**src/rtl/shift_sequencer_if.sv**
```systemverilog
// Handshake and ALU-drive bundle between microcode, shift sequencer and ALU.
interface shift_sequencer_if;
  localparam int unsigned OP_W      = 5;
  localparam int unsigned DATA_W    = 16;
  localparam int unsigned CNT_W     = 5;
  localparam int unsigned FLAG_W    = 16;
  localparam int unsigned ALU_OUT_W = 32;

  // Microcode request side
  logic                 start;
  logic [OP_W-1:0]      op;
  logic                 is_8_bit;
  logic [DATA_W-1:0]    operand;
  logic [CNT_W-1:0]     count;
  logic [FLAG_W-1:0]    flags_in;
  logic [DATA_W-1:0]    result;
  logic [FLAG_W-1:0]    flags_out;
  logic                 busy;
  logic                 done;

  // Shared ALU side
  logic [DATA_W-1:0]    alu_a;
  logic [OP_W-1:0]      alu_op;
  logic                 alu_is_8_bit;
  logic [FLAG_W-1:0]    alu_flags_in;
  logic [CNT_W-1:0]     alu_shift_count;
  logic                 alu_multibit_shift;
  logic [ALU_OUT_W-1:0] alu_out;
  logic [FLAG_W-1:0]    alu_flags_out;
  logic                 alu_busy;

  // Requester side: microcode engine plus the ALU it shares
  modport master (
    output start, op, is_8_bit, operand, count, flags_in,
    output alu_out, alu_flags_out, alu_busy,
    input  result, flags_out, busy, done,
    input  alu_a, alu_op, alu_is_8_bit, alu_flags_in, alu_shift_count, alu_multibit_shift
  );

  // Sequencer side
  modport slave (
    input  start, op, is_8_bit, operand, count, flags_in,
    input  alu_out, alu_flags_out, alu_busy,
    output result, flags_out, busy, done,
    output alu_a, alu_op, alu_is_8_bit, alu_flags_in, alu_shift_count, alu_multibit_shift
  );
endinterface

```
**src/rtl/shift_sequencer.sv**
```systemverilog
// Iterates the shared ALU one 1-bit shift/rotate step per cycle until the
// requested count is exhausted, then pulses done for one cycle.
module shift_sequencer (
  input  logic              clk,
  input  logic              reset,
  shift_sequencer_if.slave  bus
);
  localparam int unsigned OP_W   = 5;
  localparam int unsigned DATA_W = 16;
  localparam int unsigned CNT_W  = 5;
  localparam int unsigned FLAG_W = 16;

  localparam logic [OP_W-1:0] ALUOP_SHL = OP_W'(9);
  localparam logic [OP_W-1:0] ALUOP_SHR = OP_W'(10);
  localparam logic [OP_W-1:0] ALUOP_SAR = OP_W'(11);
  localparam logic [OP_W-1:0] ALUOP_ROL = OP_W'(12);
  localparam logic [OP_W-1:0] ALUOP_ROR = OP_W'(13);
  localparam logic [OP_W-1:0] ALUOP_RCL = OP_W'(14);
  localparam logic [OP_W-1:0] ALUOP_RCR = OP_W'(15);

  typedef enum logic [1:0] {
    ST_IDLE = 2'd0,
    ST_RUN  = 2'd1,
    ST_DONE = 2'd2
  } state_t;

  state_t              r_state;
  logic [DATA_W-1:0]   r_value;
  logic [FLAG_W-1:0]   r_flags;
  logic [CNT_W-1:0]    r_remaining;
  logic [OP_W-1:0]     r_op;
  logic                r_is_8_bit;
  logic                r_busy;
  logic                r_done;

  state_t              w_state_next;
  logic [DATA_W-1:0]   w_value_next;
  logic [FLAG_W-1:0]   w_flags_next;
  logic [CNT_W-1:0]    w_remaining_next;
  logic [OP_W-1:0]     w_op_next;
  logic                w_is_8_bit_next;
  logic                w_is_shift;
  logic                w_unused_alu_hi;

  // Only the shift/rotate family is iterated; anything else passes through
  assign w_is_shift = (bus.op inside {ALUOP_SHL, ALUOP_SHR, ALUOP_SAR,
                                      ALUOP_ROL, ALUOP_ROR, ALUOP_RCL, ALUOP_RCR});

  // Upper half of the ALU result is meaningless for a 16-bit shift
  assign w_unused_alu_hi = ^bus.alu_out[31:16];

  // Next-state and working-register update
  always_comb begin
    w_state_next     = r_state;
    w_value_next     = r_value;
    w_flags_next     = r_flags;
    w_remaining_next = r_remaining;
    w_op_next        = r_op;
    w_is_8_bit_next  = r_is_8_bit;
    case (r_state)
      ST_IDLE: begin
        if (bus.start) begin
          w_op_next        = bus.op;
          w_is_8_bit_next  = bus.is_8_bit;
          w_flags_next     = bus.flags_in;
          w_value_next     = bus.is_8_bit ? {8'h00, bus.operand[7:0]} : bus.operand;
          w_remaining_next = bus.count;
          w_state_next     = ((bus.count != '0) && w_is_shift) ? ST_RUN : ST_DONE;
        end
      end
      ST_RUN: begin
        if (!bus.alu_busy) begin
          w_value_next     = bus.alu_out[DATA_W-1:0];
          w_flags_next     = bus.alu_flags_out;
          w_remaining_next = r_remaining - CNT_W'(1);
          if (r_remaining == CNT_W'(1)) begin
            w_state_next = ST_DONE;
          end
        end
      end
      ST_DONE: begin
        w_state_next = ST_IDLE;
      end
      default: begin
        w_state_next = ST_IDLE;
      end
    endcase
  end

  // State and working registers; busy/done are registered decodes of next state
  always_ff @(posedge clk) begin
    if (reset) begin
      r_state     <= ST_IDLE;
      r_value     <= '0;
      r_flags     <= '0;
      r_remaining <= '0;
      r_op        <= '0;
      r_is_8_bit  <= 1'b0;
      r_busy      <= 1'b0;
      r_done      <= 1'b0;
    end else begin
      r_state     <= w_state_next;
      r_value     <= w_value_next;
      r_flags     <= w_flags_next;
      r_remaining <= w_remaining_next;
      r_op        <= w_op_next;
      r_is_8_bit  <= w_is_8_bit_next;
      r_busy      <= (w_state_next != ST_IDLE);
      r_done      <= (w_state_next == ST_DONE);
    end
  end

  assign bus.result             = r_value;
  assign bus.flags_out          = r_flags;
  assign bus.busy               = r_busy;
  assign bus.done               = r_done;
  assign bus.alu_a              = r_value;
  assign bus.alu_op             = r_op;
  assign bus.alu_is_8_bit       = r_is_8_bit;
  assign bus.alu_flags_in       = r_flags;
  assign bus.alu_shift_count    = CNT_W'(1);
  assign bus.alu_multibit_shift = 1'b0;
endmodule

```
**src/flat_wrapper.sv**
```systemverilog
// flat-port wrapper written by rule: the top's interface ports become plain ports
module shift_sequencer_flat 
  (clk, reset, bus_start, bus_op, bus_is_8_bit, bus_operand, bus_count, bus_flags_in, bus_alu_out, bus_alu_flags_out, bus_alu_busy, bus_result, bus_flags_out, bus_busy, bus_done, bus_alu_a, bus_alu_op, bus_alu_is_8_bit, bus_alu_flags_in, bus_alu_shift_count, bus_alu_multibit_shift);
  shift_sequencer_if bus_i ();
  input  logic clk;
  input  logic reset;
  input wire logic [$bits(bus_i.start)-1:0] bus_start;
  input wire logic [$bits(bus_i.op)-1:0] bus_op;
  input wire logic [$bits(bus_i.is_8_bit)-1:0] bus_is_8_bit;
  input wire logic [$bits(bus_i.operand)-1:0] bus_operand;
  input wire logic [$bits(bus_i.count)-1:0] bus_count;
  input wire logic [$bits(bus_i.flags_in)-1:0] bus_flags_in;
  input wire logic [$bits(bus_i.alu_out)-1:0] bus_alu_out;
  input wire logic [$bits(bus_i.alu_flags_out)-1:0] bus_alu_flags_out;
  input wire logic [$bits(bus_i.alu_busy)-1:0] bus_alu_busy;
  output wire logic [$bits(bus_i.result)-1:0] bus_result;
  output wire logic [$bits(bus_i.flags_out)-1:0] bus_flags_out;
  output wire logic [$bits(bus_i.busy)-1:0] bus_busy;
  output wire logic [$bits(bus_i.done)-1:0] bus_done;
  output wire logic [$bits(bus_i.alu_a)-1:0] bus_alu_a;
  output wire logic [$bits(bus_i.alu_op)-1:0] bus_alu_op;
  output wire logic [$bits(bus_i.alu_is_8_bit)-1:0] bus_alu_is_8_bit;
  output wire logic [$bits(bus_i.alu_flags_in)-1:0] bus_alu_flags_in;
  output wire logic [$bits(bus_i.alu_shift_count)-1:0] bus_alu_shift_count;
  output wire logic [$bits(bus_i.alu_multibit_shift)-1:0] bus_alu_multibit_shift;
  assign bus_i.start = bus_start;
  assign bus_i.op = bus_op;
  assign bus_i.is_8_bit = bus_is_8_bit;
  assign bus_i.operand = bus_operand;
  assign bus_i.count = bus_count;
  assign bus_i.flags_in = bus_flags_in;
  assign bus_i.alu_out = bus_alu_out;
  assign bus_i.alu_flags_out = bus_alu_flags_out;
  assign bus_i.alu_busy = bus_alu_busy;
  assign bus_result = bus_i.result;
  assign bus_flags_out = bus_i.flags_out;
  assign bus_busy = bus_i.busy;
  assign bus_done = bus_i.done;
  assign bus_alu_a = bus_i.alu_a;
  assign bus_alu_op = bus_i.alu_op;
  assign bus_alu_is_8_bit = bus_i.alu_is_8_bit;
  assign bus_alu_flags_in = bus_i.alu_flags_in;
  assign bus_alu_shift_count = bus_i.alu_shift_count;
  assign bus_alu_multibit_shift = bus_i.alu_multibit_shift;
  shift_sequencer u_core (.clk(clk), .reset(reset), .bus(bus_i));
endmodule
```
**config.mk**
```make
export PLATFORM = sky130hd
export DESIGN_NAME = shift_sequencer_flat
export DESIGN_NICKNAME = d
export VERILOG_FILES = /design/src/rtl/shift_sequencer_if.sv /design/src/rtl/shift_sequencer.sv /design/src/flat_wrapper.sv
export SDC_FILE = /design/constraint.sdc
export NUM_CORES = 1
export LEC_CHECK = 0
export CORE_MARGIN = 2
export CORE_UTILIZATION = 35
export DETAILED_ROUTE_END_ITERATION = 8
export HOLD_SLACK_MARGIN = 0.12
export PLACE_DENSITY = 0.81
export SLEW_MARGIN = 25
export SYNTH_ARGS = -nofsm -noshare
export SYNTH_HDL_FRONTEND = slang
export SYNTH_SLANG_ARGS = --single-unit
```
**constraint.sdc**
```tcl
create_clock -name clk -period 1.7 [get_ports clk]
set_clock_uncertainty 0.1 [all_clocks]
set_input_delay 0.51 -clock clk [delete_from_list [all_inputs] [get_ports clk]]
set_output_delay 0.51 -clock clk [all_outputs]
set_load 0.02 [all_outputs]
```
==> summary.md <==
| Metric | Value |
|---|---|
| IO buf count | `150` |
| Combinational fraction of design power | `33.8%` |
| # rows | `30` |
| Fmax | `0.5981 GHz` |
| Detail Route Antenna Nets | `0` |
| CP max FO | `3` |
| Vias per inst | `5.008` |
| Count of non-filler cells in the finished layout | `504` |
| CP startpoint kind | `input port` |
| Async set-or-reset flop fraction in the synthesized netlist | `0%` |
| Number of fill cells | `630` |
| Clk root buf | `clkbuf_8` |
| Worst path cell trace | `clkdlybuf4s50_1 -> nor3_1 -> nor3b_1 -> o21ai_4 -> a32o_1` |
| Maximum vdd drop | `0.0003249 V` |
| Post-synth EDFFs | `0` |
| Lkg Pwr | `0.001821 uW` |
| Syn Area/Cell | `8.106 um2` |
| Slowest stage cell, crit path | `clkdlybuf4s50_1` |
| WP data arrival | `1.77 ns` |
| Setup TNS | `0 ns` |
| Drt total wl | `7.397 mm` |
| CP top delay family | `buffers and inverters` |
| Crit path capture | `u_core.r_state[1]` |
| Psw | `993.3 uW` |
| Multi-input combinational cell area | `0.001141 mm2` |
| Max cap viols | `0` |
| Min setup slack post-route | `0.02803 ns` |
| Yosys cell types | `37` |
| Clock transition at path regs | `0.09 ns` |
| Top_reg_cell synth | `dfxtp_1` |
| CP Capture Type | `flip-flop` |
| Power share of the clock group | `26.3%` |
| DRC Markers | `0` |
| Hold Path Class | `in2reg` |
| Synth top area share | `38.56%` |
| Total Nets Final | `520` |
| Required time of the worst setup path | `1.79 ns` |
| Inst Count DP | `493` |
| Top post-synthesis cells by count | `nand2_1, dfxtp_1, nor2_1` |
| CTS tree | `yes` |
| Post-route clock period utilization | `98.35%` |
| PwrDens | `803.1 mW/mm2` |
| Reg-to-reg setup timing slack | `0.15 ns` |
| Die Wd | `87.49 um` |
| WHS | `0.3716 ns` |
| Layout cell share with drive strength beyond 1 | `9.906%` |
| Max Slew Vio Count | `0` |
| Clock sink count | `47` |
| Final core utilization | `59.35%` |
| CTS Buf Count | `5` |
| Internal | `2227 uW` |
| Core area | `0.006756 mm2` |
| Initial core utilization | `36.11%` |
| Io pins | `173` |
| Switching share of power | `30.84%` |
| Avg WL per Cell | `14.68 um` |
| Cell taking the most area after synthesis | `dfxtp_1` |
| Top cells by area, synth | `dfxtp_1, buf_4, a311oi_1` |
| Vias in the first global route | `2418` |
| Synth warn | `0` |
| Initial antenna violation count | `0` |
| Vias | `2524` |
| Seq cells post-synth | `47` |
| Mapped cell area | `0.002440 mm2` |
| N_diodes | `0` |
| Worst slack, placed | `-0.4420 ns` |
| Run status | `complete, no violations` |
| Clock Path Buffers | `2` |
| Clk_lat worst skew | `0.30 ns` |
| Drt pass-1 iters | `4` |
| First-pass GRT wire length | `11.42 mm` |
| H-tree depth | `2` |
| Die area | `0.007655 mm2` |
| Worst r2r dst | `u_core.bus.alu_flags_in[9]` |
| Drt first-iter violations | `78` |
| Cells after synthesis | `301` |
| DP HPWL | `5.548 mm` |
| Worst R2R Start | `u_core.r_state[0]` |
| Register area share after synthesis | `38.56%` |
| GRT overflow | `0` |
| CP Launch Point | `bus_op[0]` |
| Final hold violation count | `0` |
| Buf+Inv Stages, Crit Path | `1` |
| Final Critical Period | `1.672 ns` |
| Chip Height | `87.49 um` |
| Worst path max stage delay | `0.48 ns` |
| Global-route usage over all layers | `18.85%` |
| Most frequent cell after synthesis | `nand2_1` |
| Crit. path cell count | `5` |
| R2R cell count | `5` |
| GPL Wtd Cong | `0.7632` |
| Setup violators final | `0` |
| Worst Path Class, Setup | `in2reg` |
| RSZ-0062 raised after global routing | `yes` |
| Reg area | `942.2 um2` |
| Largest net degree at the start of global routing | `30` |
| Area Growth Syn to Fin | `64.36%` |
| Sequential share of power | `39.9%` |
[per-layer routing]
| layer | global-route usage (%) | vias up | wire length, um |
|---|---|---|---|
| met2 | 35.40 | 103 | 3754 |
| met1 | 21.06 | 1173 | 2997 |
| met3 | 4.550 | 11 | 540 |
| met4 | 4.755 | 0 | 106 |
| li1 | - | 1237 | - |
| met5 | 0 | - | 0 |
[cells by family after synthesis]
family                     Yosys count  share of synthesized area [%]
AOI/OAI and AO/OA                   53                          16.82
and+or+nand+nor                    128                          24.00
muxes                                6                          2.462
buffers and inverters               63                          16.82
adders and majority gates            2                          1.025
other                                2                         0.3078
DFF                                 47                          38.56
[sequential cells by signal (all words and copies together) (netlist names)]
signal	flops
u_core.r_remaining	5
u_core.bus.busy	1
u_core.r_state	2
u_core.bus.alu_flags_in	16
u_core.bus.done	1
u_core.bus.alu_a	16
u_core.bus.alu_is_8_bit	1
u_core.bus.alu_op	5
[metrics by stage]
step / power [uW] / cell area, um2
finish: 3220 / 4010
floorplan: 1941 / 2455
detailed placement: 2475 / 3881
CTS: 3257 / 4005
global placement: 2448 / 3881
global route: 3394 / 4010
[power by group through the flow]
stage	combinational, uW	clock (uW)	sequential, uW
floorplan	532	0	1410
global placement	1140	0	1310
detailed placement	1160	0	1320
CTS	1090	875	1290
global route	1170	918	1300
finish	1090	846	1290
[area by class of cell]
class                   count  share of cell area, %
repair buffers            172                  42.43
well taps                  80                  2.496
flip-flops and latches     47                  23.49
multi-input cells         195                  28.46
clock buffers               6                  2.059
clock inverters             2                 0.8736
inverters                   2                 0.1872
[cell usage in the layout (no fill, tap or decap), types with 9 or more instances in the layout]
cell	netlist	routed
clkdlybuf4s50_1	0	75
dlygate4sd2_1	0	71
nand2_1	52	52
dfxtp_1	47	46
nor2_1	42	42
a311oi_1	24	24
buf_4	40	13
nor3_1	10	10
nor3b_1	9	9
a211oi_1	9	9
[repair_timing]
item                                   CTS  global route
pin swaps                                3             1
gates cloned                             2             0
setup endpoints to repair              106            11
hold buffers                             0             0
buffers inserted                         1             0
gates resized for setup                 79             4
endpoints found under the hold margin    0             0
[how the worst min path moves through the flow]
stage	from	to	slack, ns	cells past startpoint
2_1_floorplan	u_core.r_remaining[1]	u_core.r_remaining[1]	0.34	2
4_1_cts	reset	u_core.bus.busy	0.36	2
3_3_place_gp	u_core.r_remaining[1]	u_core.r_remaining[1]	0.36	2
3_5_place_dp	u_core.r_remaining[4]	u_core.r_remaining[4]	0.38	2
5_1_grt	reset	u_core.bus.busy	0.37	2
6_report	reset	u_core.bus.busy	0.37	2
No activity file was read; power rests on OpenSTA's default activity.
